===== config.mk =====
export PLATFORM = sky130hd
export DESIGN_NAME = muldiv_unit
export DESIGN_NICKNAME = d
export VERILOG_FILES = /design/src/rtl/muldiv_unit.sv
export SDC_FILE = /design/constraint.sdc
export NUM_CORES = 1
export LEC_CHECK = 0
export CAP_MARGIN = 10
export CORE_ASPECT_RATIO = 1.1
export CORE_MARGIN = 3
export CORE_UTILIZATION = 60
export CTS_CLUSTER_SIZE = 12
export DETAILED_ROUTE_END_ITERATION = 8
export MAX_ROUTING_LAYER = met4
export PLACE_DENSITY_LB_ADDON = 0.25
export RECOVER_POWER = 25
export SYNTH_ARGS = -nofsm -noshare
export SYNTH_HDL_FRONTEND = slang
export SYNTH_SLANG_ARGS = --single-unit

===== constraint.sdc =====
create_clock -name clk -period 14.7 [get_ports clk]
set_clock_uncertainty 0.15 [all_clocks]
set_input_delay 4.41 -clock clk [delete_from_list [all_inputs] [get_ports clk]]
set_output_delay 4.41 -clock clk [all_outputs]
set_load 0.05 [all_outputs]

===== src/rtl/muldiv_unit.sv =====
// muldiv_unit: iterative MULT/MULTU/DIV/DIVU unit that owns the HI/LO registers.
// Optional divider: define MULDIV_DIV_EN to compile in DIV/DIVU.
module muldiv_unit #(
    parameter int WIDTH = 32
) (
    input  logic             clk,
    input  logic             reset,
    input  logic             start,
    input  logic [1:0]       op,
    input  logic [WIDTH-1:0] a,
    input  logic [WIDTH-1:0] b,
    input  logic             hi_we,
    input  logic             lo_we,
    input  logic [WIDTH-1:0] wdata,
    output logic             busy,
    output logic             done,
    output logic [WIDTH-1:0] hi,
    output logic [WIDTH-1:0] lo
);
    typedef enum logic [1:0] {IDLE, RUN, FIX} state_t;
    state_t state, state_nx;
    logic [5:0] cnt;
    logic [2*WIDTH-1:0] acc, step, prod;
    logic [WIDTH-1:0] m, a_mag, b_mag, res_hi, res_lo;
    logic [WIDTH:0] mul_sum;
    logic a_neg, b_neg, neg_res, accept;
    assign a_neg = ~op[0] & a[WIDTH-1];
    assign b_neg = ~op[0] & b[WIDTH-1];
    assign a_mag = a_neg ? -a : a;
    assign b_mag = b_neg ? -b : b;
    // acc = {partial product, remaining multiplier bits}; add m when the LSB is set, then shift right
    assign mul_sum = {1'b0, acc[2*WIDTH-1:WIDTH]} + {1'b0, m & {WIDTH{acc[0]}}};
    assign prod = neg_res ? -acc : acc;
    assign busy = state != IDLE;
`ifdef MULDIV_DIV_EN
    logic is_div, b_zero, neg_a;
    logic [WIDTH:0] shifted, trial;
    logic [2*WIDTH-1:0] step_div;
    // acc = {remainder, dividend/quotient}; shift left one bit and try subtracting the divisor
    assign shifted = acc[2*WIDTH-1:WIDTH-1];
    assign trial = shifted - {1'b0, m};
    assign step_div = trial[WIDTH] ? {shifted[WIDTH-1:0], acc[WIDTH-2:0], 1'b0}
                                   : {trial[WIDTH-1:0], acc[WIDTH-2:0], 1'b1};
    assign step = is_div ? step_div : {mul_sum, acc[WIDTH-1:1]};
    // Divide by zero leaves remainder = |a|, which the dividend sign fix turns back into raw a
    assign res_lo = !is_div ? prod[WIDTH-1:0] :
                    b_zero  ? {WIDTH{1'b1}} :
                    neg_res ? -acc[WIDTH-1:0] : acc[WIDTH-1:0];
    assign res_hi = !is_div ? prod[2*WIDTH-1:WIDTH] :
                    neg_a   ? -acc[2*WIDTH-1:WIDTH] : acc[2*WIDTH-1:WIDTH];
    assign accept = start && state == IDLE;
    // Divide-only operation attributes captured at issue
    always_ff @(posedge clk or posedge reset) begin
        if (reset) begin
            is_div <= 1'b0;
            b_zero <= 1'b0;
            neg_a  <= 1'b0;
        end else if (accept) begin
            is_div <= op[1];
            b_zero <= b == '0;
            neg_a  <= a_neg;
        end
    end
`else
    assign step = {mul_sum, acc[WIDTH-1:1]};
    assign res_lo = prod[WIDTH-1:0];
    assign res_hi = prod[2*WIDTH-1:WIDTH];
    assign accept = start && state == IDLE && !op[1];
`endif
    // Next-state: IDLE -> RUN on accepted start, RUN -> FIX after the last iteration, FIX -> IDLE
    always_comb begin
        state_nx = state;
        case (state)
            IDLE:    if (accept) state_nx = RUN;
            RUN:     if (cnt == 6'(WIDTH-1)) state_nx = FIX;
            default: state_nx = IDLE;
        endcase
    end
    // State register, operand capture and one iteration per RUN cycle
    always_ff @(posedge clk or posedge reset) begin
        if (reset) begin
            state   <= IDLE;
            cnt     <= '0;
            acc     <= '0;
            m       <= '0;
            neg_res <= 1'b0;
        end else begin
            state <= state_nx;
            if (accept) begin
                cnt     <= '0;
                neg_res <= a_neg ^ b_neg;
                m       <= op[1] ? b_mag : a_mag;
                acc     <= {{WIDTH{1'b0}}, op[1] ? a_mag : b_mag};
            end else if (state == RUN) begin
                cnt <= cnt + 1'b1;
                acc <= step;
            end
        end
    end
    // HI/LO: result write in FIX, MTHI/MTLO only while idle
    always_ff @(posedge clk or posedge reset) begin
        if (reset) begin
            hi   <= '0;
            lo   <= '0;
            done <= 1'b0;
        end else begin
            done <= state == FIX;
            if (state == FIX) begin
                hi <= res_hi;
                lo <= res_lo;
            end else if (state == IDLE) begin
                if (hi_we) hi <= wdata;
                if (lo_we) lo <= wdata;
            end
        end
    end
endmodule


==> metrics.md, run 1 <==
| Metric | Value |
|---|---|
| CTS Buffer Depth | `2` |
| Clk pwr share | `15.0%` |
| Placer congestion estimate | `just under 1` |
| Die X | `~140 µm` |
| Max Clk Rate | `0.124 GHz` |
| Critical path's slowest cell | `clkinvlp_2` |
| Synth Net Count | `1466` |
| I/O pins | `169` |
| Final ANT Viol Nets | `0` |
| Yosys reg bits | `170` |
| Outcome | `complete, but fails checks` |
| Dpl hpwl | `23900 µm` |
| Vias in the first global route | `between 10000 and 15000` |
| Hold Violations, Final | `0` |
| Crit path cell chain | `dlygate4sd3_1 > clkinvlp_2 > buf_4` |
| WS Path Type | `primary input to asynchronous set/reset pin` |
| TritonCTS clock tree | `built` |
| Share of layout cells above drive strength 1 | `4.04%` |
| Buffers on Ports | `168` |
| Final Net Count | `1589` |
| Failing checks | `capacitance limit, slew limit` |
| Later-pin clock latency in the skew report | `0.43 ns` |
| Clk sink count | `170` |
| Leak | `~5.6 nW` |
| Global route total overflow | `0` |
| Multi-input logic area | `between 6000 and 7000 µm²` |
| Cell count after placement | `1667` |
| Syn. warnings | `0` |
| Crit Path Max Fanout | `92` |
| Total GRT Usage | `about a third` |
| Fill cells | `approximately 1400` |
| Tcrit/Tclk final | `54.9%` |
| Endpoints failing setup | `0` |
| Unrepaired setup endpoints after global routing | `no` |
| Worst hold slack | `0.321 ns` |
| Largest net degree at the start of global routing | `118` |
| Initial antenna violation count | `0` |
| Peak VDD IR | `0.000139 V` |
| Power per Cell Area | `217 nW/µm²` |
| Delay-heaviest family, CP | `buffers and inverters` |
| Hold Buf Count CTS | `0` |
| Worst Setup Start Kind | `primary input` |
| CP max stage delay | `about 2.2 ns` |
| Reg area | `4250 µm²` |
| DRT iter0 DRCs | `between 1000 and 1500` |
| Comb power frac | `52.1%` |
| Initial Util | `between 60% and 70%` |
| Ys async rst share | `100%` |
| Num CTS Buffers | `17` |
| Synth Cell Area | `11200 µm²` |
| Max cap viols | `2` |
| Non-filler instance count after layout | `1700` |
| Post-synth EDFFs | `0` |
| Cell Int Power | `1.52 mW` |
| Synth Flop Type | `dfrtp_1` |
| Measured slew at the worst slew-check pin | `4.03 ns` |
| Crit end category | `asynchronous set/reset pin` |
| First-pass GRT wire length | `50600 µm` |
| Iteration count of the initial detailed-routing pass | `6` |
| Worst endpoint required time | `14.98 ns` |
| R2r setup slk | `10.15 ns` |
| Worst EP arrival | `between 8 and 9 ns` |
| Wirelength per Cell | `18.9 µm` |
| Post-CTS Setup Bufs | `0` |
| Slew headroom | `-170%` |
| Clock transition at the registers of the reported paths | `0.07 ns` |
| Die height | `149 µm` |
| Row Count | `51` |
| Post-cts gate resize count | `0` |
| Fin. max-slew vios | `150` |
| Syn_area_per_cell | `8.46 µm²` |
| Fin crit period | `8.06 ns` |
| Antenna cells | `0` |
| Yosys cell types | `63` |
| # H-tree levels | `4` |
| Net Switching | `1.43 mW` |
| Core area | `18000 µm²` |
| Setup tns final | `0 ns` |
| Area Overhead vs Synth | `21.0%` |
| Die area | `20400 µm²` |
| CTS Root Cell | `clkbuf_16` |
| Sw Share | `48.5%` |
| Sequential area share after synthesis | `37.9%` |
| DR vias | `10700` |
| Post-Syn Instances | `between 1000 and 1500` |
| # DRC | `0` |
| Post-Route WL | `32000 µm` |
| Vias per inst | `6.27` |
| CP bufs+invs | `3` |
| Flop pwr share | `32.9%` |
| Hold crit path type | `flop to flop` |
cell families after synthesis:
family	synth area share (%)
DFF	37.9
xor gates and xnor gates	10.8
and+or+nand+nor	19.8
AOI/OAI and AO/OA	22.7
muxes	1.44
adders and majority gates	4.19
buffers and inverters	3.21
stage by stage:
step	worst slack, ns	cell area [µm²]	total power [mW]	util (%)
final	6.64	13600	2.95	75.4
after global routing	5.96	13600	3.13	75.4
after CTS	7.39	13600	2.94	75.6
after detailed placement	6.94	13000	2.48	72.4
after global placement	6.99	13000	2.44	72.4
after floorplan	5.54	11200	1.98	-
worst paths after layout:
check,endpoint,cells after the start,startpoint
worst max-delay path,m[22]$_DFFE_PP0P_,3,reset
worst min-delay path,m[19]$_DFFE_PP0P_,2,m[19]$_DFFE_PP0P_
worst max register to register,hi[31]$_DFFE_PP0P_,7,state[0]$_DFFE_PP0P_
worst min register to register,m[19]$_DFFE_PP0P_,2,m[19]$_DFFE_PP0P_
max in group clk,m[25]$_DFFE_PP0P_,8,a[7]
min in group asynchronous,acc[12]$_DFFE_PP0P_,2,reset
cell usage after synthesis, types with 18 or more instances:
| cell | instances | area share, % |
|---|---|---|
| nor2_1 | 95 | 3.2 |
| clkbuf_1 | 69 | 2.3 |
| xor2_1 | 82 | 6.4 |
| nand2_1 | 148 | 5.0 |
| and2_1 | 36 | 2.0 |
| nand3_1 | 44 | 2.0 |
| ha_1 | 36 | 4.0 |
| a21o_1 | 22 | 1.5 |
| dfrtp_1 | 170 | 38 |
| a22oi_1 | 30 | 2.0 |
| o31ai_1 | 32 | 2.1 |
| a21oi_1 | 80 | 3.6 |
| or3_1 | 20 | 1.1 |
| xnor2_1 | 56 | 4.4 |
| inv_1 | 18 | 0.60 |
| nor3_1 | 27 | 1.2 |
| o21ai_0 | 162 | 7.2 |
worst reg2reg max path: stages, from the launching register on:
cell      delay, ns
dfrtp_1        0.56
nand2b_2       0.19
clkbuf_1       1.79
clkinv_1       0.28
buf_4          0.41
nor2_1         0.69
a222oi_1       0.24
o21ai_0        0.12
state kept, by name, indices dropped and copies added, names as in the netlist:
register	count
acc	64
neg_res	1
hi	32
lo	32
m	32
done	1
cnt	6
state	2
area by class of cell:
type	instances	area share (%)
multi-input cells	1061	48.7
repair buffers	180	13.0
well taps	238	2.19
inverters	19	0.535
flip-flops and latches	170	31.3
clock inverters	14	0.995
clock buffers	18	3.23
cells in the final DEF (no fill, tap or decap), types with 15 or more instances in the layout:
cell type and n:
nor2_1 95, nand3_1 44, xor2_1 82, ha_1 36
or3_1 20, dfrtp_1 170, inv_1 17, nor4_1 15
nand2_1 148, or4_1 15, clkdlybuf4s50_1 165, a21oi_1 80
a22oi_1 30, a21o_1 22, o21ai_0 162, xnor2_1 56
mux2i_1 15, o22ai_1 15, and2_1 36, o31ai_1 32
clkbuf_16 17, nor3_1 27
per-layer routing:
layer | wire length (µm) | GRT usage (%) | up-vias
met3 | 2500 | 5.25 | 85
met4 | 1190 | 13.2 | 0
met5 | 0 | - | -
li1 | - | - | 5075
met2 | 15600 | 53.5 | 470
met1 | 12700 | 39.8 | 5025
power groups by stage:
stage / Sequential (mW) / Clock, mW / Combinational, mW
after global routing: 0.996 / 0.464 / 1.67
after global placement: 0.956 / 0 / 1.48
after floorplan: 1.14 / 0 / 0.833
after CTS: 0.961 / 0.445 / 1.53
final: 0.969 / 0.443 / 1.53
after detailed placement: 0.968 / 0 / 1.52
Power figures use the tool's default switching activity.
==> run 2: changes to the inputs <==
CORE_UTILIZATION = 50   (was 60)
clock period = 7 ns   (was 14.7 ns; I/O delays follow)
==> metrics.md, run 2 (synthesized netlist as in run 1, its figures left out) <==
| Metric | Value |
|---|---|
| Num CTS Buffers | `17 (unchanged)` |
| Cell Int Power | `3.21 mW (+110%)` |
| # H-tree levels | `4 (unchanged)` |
| Final Net Count | `1588 (-0.063%)` |
| Final ANT Viol Nets | `0 (unchanged)` |
| Buffers on Ports | `168 (unchanged)` |
| Die X | `149 µm (+9.1%)` |
| Global route total overflow | `0 (unchanged)` |
| Worst endpoint required time | `7.14 ns (-7.84 ns)` |
| CTS Root Cell | `clkbuf_16` |
| Comb power frac | `52.2% (about the same)` |
| Crit path cell chain | `clkdlybuf4s50_1 > or4_1 > or4_1 > or4b_1 > or2_2 > o41ai_1 > xor2_1 > o21ai_0` |
| I/O pins | `169 (unchanged)` |
| Dpl hpwl | `24100 µm (+0.99%)` |
| Most common cell after layout, fill and taps aside | `dfrtp_1` |
| Flop pwr share | `32.4% (-0.5 points)` |
| First-pass GRT wire length | `50700 µm (about the same)` |
| Clk sink count | `170 (unchanged)` |
| Delay-heaviest family, CP | `simple AND/OR/NAND/NOR gates` |
| Placer congestion estimate | `0.916 (-4.9%)` |
| Largest net degree at the start of global routing | `95 (-19%)` |
| Max reg flops | `64 (unchanged)` |
| Antenna cells | `0 (unchanged)` |
| RR Startpoint | `acc[0]$_DFFE_PP0P_` |
| Core area | `21700 µm² (+21%)` |
| DR vias | `10400 (-2.8%)` |
| Unrepaired setup endpoints after global routing | `no` |
| Vias in the first global route | `9694 (-3.1%)` |
| Measured slew at the worst slew-check pin | `2.74 ns (-1.29 ns)` |
| Fin crit period | `4.95 ns` |
| Post-CTS Setup Bufs | `0 (unchanged)` |
| Total GRT Usage | `26.8% (-5.6 points)` |
| Fin. max-slew vios | `83 (-45%)` |
| R2r setup slk | `2.82 ns (-7.33 ns)` |
| Area Overhead vs Synth | `21.8%` |
| R2r endpoint | `acc[61]$_DFFE_PP0P_` |
| # DRC | `0 (unchanged)` |
| Reg with most FFs | `acc` |
| Failing checks | `capacitance limit, slew limit` |
| Most used routing layer | `met2` |
| Setup tns final | `0 ns (unchanged)` |
| Endpoints failing setup | `0 (unchanged)` |
| Final core occ | `62.9% (-13 points)` |
| Share of layout cells above drive strength 1 | `4.04% (about the same)` |
| Tcrit/Tclk final | `a little over two thirds` |
| Leak | `5.61 nW (about the same)` |
| Hold Buf Count CTS | `0 (unchanged)` |
| Clock transition at the registers of the reported paths | `0.07 ns (about the same)` |
| Peak VDD IR | `0.000206 V (+49%)` |
| Power per Cell Area | `454 nW/µm² (+110%)` |
| CP max stage delay | `0.58 ns (-1.64 ns)` |
| CTS Buffer Depth | `2 (unchanged)` |
| Die area | `24300 µm² (+19%)` |
| Max cap viols | `2 (unchanged)` |
| Vias per inst | `5.91 (-5.7%)` |
| Outcome | `complete, but fails checks` |
| Worst EP arrival | `5.09 ns (-3.25 ns)` |
| Later-pin clock latency in the skew report | `0.44 ns (about the same)` |
| Reg2reg path depth | `11 (+4)` |
| Met3 Usage GRT | `4.44% (-0.81 points)` |
| Net Switching | `3.00 mW (+110%)` |
| Hold Violations, Final | `0 (unchanged)` |
| Sw Share | `48.3% (-0.20 points)` |
| Iteration count of the initial detailed-routing pass | `6 (unchanged)` |
| Post-Route WL | `32100 µm (about the same)` |
| Min-delay src | `m[3]$_DFFE_PP0P_` |
| Initial Util | `51.7% (-11 points)` |
| Hold crit path type | `flop to flop` |
| Slew headroom | `-83.1% (+87 points)` |
| Worst hold path cell count | `2 (unchanged)` |
| TritonCTS clock tree | `built` |
| Endpoint, Worst Hold | `m[3]$_DFFE_PP0P_` |
| Row Count | `56 (+9.8%)` |
| DRT iter0 DRCs | `808 (-20%)` |
| Clk pwr share | `15.4% (+0.4 points)` |
| Commonest non-fill, non-tap cells in the layout | `dfrtp_1, clkdlybuf4s50_1, o21ai_0, nand2_1, nor2_1` |
| Worst Setup Start Kind | `primary input` |
| Die height | `163 µm (+9.2%)` |
| Met2 Use GR | `42.9% (-11 points)` |
| CP dominant cell by count | `or4_1` |
| WS Path Type | `primary input to flop` |
| Fill cells | `1890 (+39%)` |
| Crit Path Max Fanout | `4 (-96%)` |
| Critical path's slowest cell | `or4_1` |
| GRT met1 Usage | `34.3% (-5.5 points)` |
| Max Clk Rate | `0.202 GHz` |
| Initial antenna violation count | `0 (unchanged)` |
| CP bufs+invs | `1 (-2)` |
| Post-cts gate resize count | `0 (unchanged)` |
| Wirelength per Cell | `18.3 µm (-2.9%)` |
| Crit end category | `flop` |
[run 2: cell count changes in the layout (fill, tap and decap cells not counted), sizes merged]
cell,previous run,this run
clkbuf,20,19
bufinv,1,2
clkdlybuf4s50,165,166
clkinv,4,5
buf,10,9
clkinvlp,3,2
dlygate4sd3,3,2
[run 2: worst max path at each step]
stage,cells past startpoint,end,from,slack (ns)
after floorplan,1,acc[0]$_DFFE_PP0P_,reset,0.15
after global placement,8,m[25]$_DFFE_PP0P_,a[7],1.61
after detailed placement,8,m[25]$_DFFE_PP0P_,a[7],1.59
after CTS,8,m[25]$_DFFE_PP0P_,a[7],2.05
after global routing,9,m[29]$_DFFE_PP0P_,a[7],1.92
final,8,m[25]$_DFFE_PP0P_,a[7],2.05
[run 2: stage by stage]
step	std cells	cell area, µm²	total power, mW	hold slack [ns]	setup slack, ns
after floorplan	1326	11200	4.15	0.292	0.147
after global placement	1719	13100	5.15	0.302	1.61
after detailed placement	1719	13100	5.23	0.315	1.59
after CTS	1751	13700	6.19	0.330	2.05
after global routing	1751	13700	6.62	0.338	1.92
final	1751	13700	6.21	0.321	2.05
[run 2: worst min-delay path, stage by stage, from the launching register on]
cell     delay (ns)
dfrtp_1        0.34
nand2_1        0.04
o21ai_0        0.05
[run 2: final cells by class]
class                           instances  area, µm²  area share (%)
Timing Repair Buffer                  179       1760            12.9
Sequential cell                       170       4250            31.1
Multi-Input combinational cell       1061       6630            48.5
Inverter                               19       76.3           0.559
Tap cell                              290        363            2.66
Clock buffer                           17        425            3.11
Clock inverter                         15        164            1.20
[run 2: layer usage]
metal	part of all wire (%)	vias up
met5	0	-
met4	3.5	0
met3	6.0	61
met2	47	358
met1	43	4869
li1	-	5065
[run 2: power by group through the flow]
stage | clock network [mW] | registers [mW] | logic, mW
floorplan | 0 | 2.40 | 1.75
global placement | 0 | 2.00 | 3.16
detailed placement | 0 | 2.02 | 3.21
CTS | 0.963 | 2.00 | 3.23
global route | 1.01 | 2.07 | 3.54
finish | 0.958 | 2.01 | 3.24
==> run 3: changes to the inputs <==
CORE_UTILIZATION = 55   (was 50)
clock period = 4.8 ns   (was 7 ns; I/O delays follow)
==> metrics.md, run 3 (synthesized netlist as in run 1, its figures left out) <==
| Metric | Value |
|---|---|
| DRT iter0 DRCs | `883 (+9.3%)` |
| Power per Cell Area | `659 nW/µm² (+45%)` |
| Max reg flops | `64 (unchanged)` |
| Crit path cell chain | `clkdlybuf4s50_1 > or4_1 > or4_1 > or4b_1 > or2_2 > o41ai_1 > xor2_1 > o21ai_0` |
| Reg area | `4250 µm² (unchanged)` |
| Final ANT Viol Nets | `0 (unchanged)` |
| R2r setup slk | `0.82 ns (-2.00 ns)` |
| CP dominant cell by count | `or4_1` |
| Die height | `156 µm (-4.5%)` |
| Setup tns final | `0 ns (unchanged)` |
| Hold Violations, Final | `0 (unchanged)` |
| Tcrit/Tclk final | `89.0%` |
| Global route total overflow | `0 (unchanged)` |
| Final Power | `9.03 mW (+45%)` |
| Worst Setup Start Kind | `primary input` |
| Initial antenna violation count | `0 (unchanged)` |
| Layout Cell Area excl Fill | `13700 µm² (+0.22%)` |
| Critical path's slowest cell | `or4_1` |
| Unrepaired setup endpoints after global routing | `no` |
| CTS Buffer Depth | `2 (unchanged)` |
| # DRC | `0 (unchanged)` |
| Total GRT Usage | `30.0% (+3.3 points)` |
| Die area | `22200 µm² (-8.7%)` |
| R2r endpoint | `acc[61]$_DFFE_PP0P_` |
| Die X | `142 µm (-4.5%)` |
| Later-pin clock latency in the skew report | `0.44 ns (about the same)` |
| Hold Buf Count CTS | `0 (unchanged)` |
| WS Path Type | `primary input to flop` |
| CTS Root Cell | `clkbuf_16` |
| Crit Path Max Fanout | `4 (unchanged)` |
| DR vias | `10600 (+2.4%)` |
| # H-tree levels | `4 (unchanged)` |
| RR Startpoint | `acc[0]$_DFFE_PP0P_` |
| Worst EP arrival | `4.41 ns (-0.68 ns)` |
| Multi-input logic area | `6630 µm² (about the same)` |
| Min-delay src | `m[27]$_DFFE_PP0P_` |
| Reg2reg path depth | `11 (unchanged)` |
| Antenna cells | `0 (unchanged)` |
| First-pass GRT wire length | `51700 µm (+2.2%)` |
| Clock transition at the registers of the reported paths | `0.07 ns (about the same)` |
| Measured slew at the worst slew-check pin | `2.10 ns (-0.642 ns)` |
| Worst endpoint required time | `4.94 ns (-2.20 ns)` |
| Failing checks | `capacitance limit, slew limit` |
| Endpoint, Worst Hold | `m[27]$_DFFE_PP0P_` |
| Worst hold path cell count | `2 (unchanged)` |
| TritonCTS clock tree | `built` |
| Fill cells | `1677 (-11%)` |
| Reg with most FFs | `acc` |
| Iteration count of the initial detailed-routing pass | `6 (unchanged)` |
| Num CTS Buffers | `17 (unchanged)` |
| Max cap viols | `3 (+1)` |
| Largest net degree at the start of global routing | `90 (-5.3%)` |
| Max Clk Rate | `0.234 GHz` |
| Buffers on Ports | `168 (unchanged)` |
| Dpl ws | `0.0713 ns (-1.52 ns)` |
| Slew headroom | `-39.9% (+43 points)` |
| Placed Area | `13200 µm² (+0.53%)` |
| Area Overhead vs Synth | `22.0%` |
| Vias in the first global route | `10000 (+3.2%)` |
| I/O pins | `169 (unchanged)` |
| Final Net Count | `1601 (+0.82%)` |
| Placer congestion estimate | `0.925 (+0.91%)` |
| Post-cts gate resize count | `0 (unchanged)` |
| Row Count | `54 (-3.6%)` |
| Commonest non-fill, non-tap cells in the layout | `dfrtp_1, clkdlybuf4s50_1, o21ai_0, nand2_1, nor2_1` |
| Hold crit path type | `flop to flop` |
| Clk sink count | `170 (unchanged)` |
| Vias per inst | `6.14 (+3.9%)` |
| Setup WS post-layout | `0.526 ns (-1.52 ns)` |
| Dpl hpwl | `24400 µm (+1.2%)` |
| Share of layout cells above drive strength 1 | `4.61% (+0.57 points)` |
| Crit end category | `flop` |
| Delay-heaviest family, CP | `simple AND/OR/NAND/NOR gates` |
| Fin. max-slew vios | `116 (+40%)` |
| CP bufs+invs | `1 (unchanged)` |
| Peak VDD IR | `0.000274 V (+33%)` |
| Leak | `5.65 nW (+0.63%)` |
| Most common cell after layout, fill and taps aside | `dfrtp_1` |
| Worst hold slack | `0.322 ns (+0.000724 ns)` |
| Core area | `19900 µm² (-8.2%)` |
| Wirelength per Cell | `18.6 µm (+1.8%)` |
| Post-CTS Setup Bufs | `0 (unchanged)` |
| Outcome | `complete, but fails checks` |
| Fin crit period | `4.27 ns` |
| CP max stage delay | `0.59 ns (about the same)` |
| Post-Route WL | `32200 µm (+0.31%)` |
| Endpoints failing setup | `0 (unchanged)` |
| Initial Util | `56.3% (+4.6 points)` |
## run 3: where the power goes
group	total (mW)	switching [mW]	internal (mW)	leakage, nW
logic	4.70	2.90	1.80	3.28
registers	2.94	0.830	2.11	2.09
clock network	1.39	0.614	0.775	0.277
## run 3: worst max path at each step
stage                     cells past startpoint  start  slack (ns)           endpoint
after floorplan                               7   a[9]        0.72  m[25]$_DFFE_PP0P_
after global placement                        8   a[9]        0.12  m[25]$_DFFE_PP0P_
final                                         8   a[9]        0.53  m[25]$_DFFE_PP0P_
after detailed placement                      9   a[9]        0.07  m[29]$_DFFE_PP0P_
after CTS                                     9   a[9]        0.53  m[29]$_DFFE_PP0P_
after global routing                          9   a[9]        0.41  m[29]$_DFFE_PP0P_
## run 3: layout make-up
class / count / area share [%]
sequential: 170 / 31.1
clock inverter: 15 / 1.21
multi-input combinational: 1061 / 48.4
inverter: 19 / 0.530
timing repair buffer: 192 / 13.4
tap: 252 / 2.30
clock buffer: 17 / 3.11
## run 3: layer usage
metal  vias to the layer above  share of wire [%]  global-route usage, %
met3                        86                6.6                   4.66
met5                         -                  0                      -
met2                       435                 49                   49.5
met4                         0                4.0                   12.0
met1                      4983                 41                   37.1
li1                       5096                  -                      -
## run 3: per-stage QoR
stage	utilization [%]	instances
2_1_floorplan	-	1326
3_5_place_dp	66.0	1694
5_1_grt	68.7	1726
6_report	68.7	1726
3_3_place_gp	66.0	1694
4_1_cts	69.0	1726
## run 3: worst reg2reg max path, stage by stage, from the launching register on
cell and delay [ns]:
dfrtp_1 0.60, and2_1 0.30, ha_1 0.24, fa_1 0.44, a21o_1 0.21, a221o_1 0.35, nor3b_1 0.21, o211ai_1 0.28
a21oi_1 0.17, o41a_1 0.35, or3_1 0.32, a32o_1 0.26
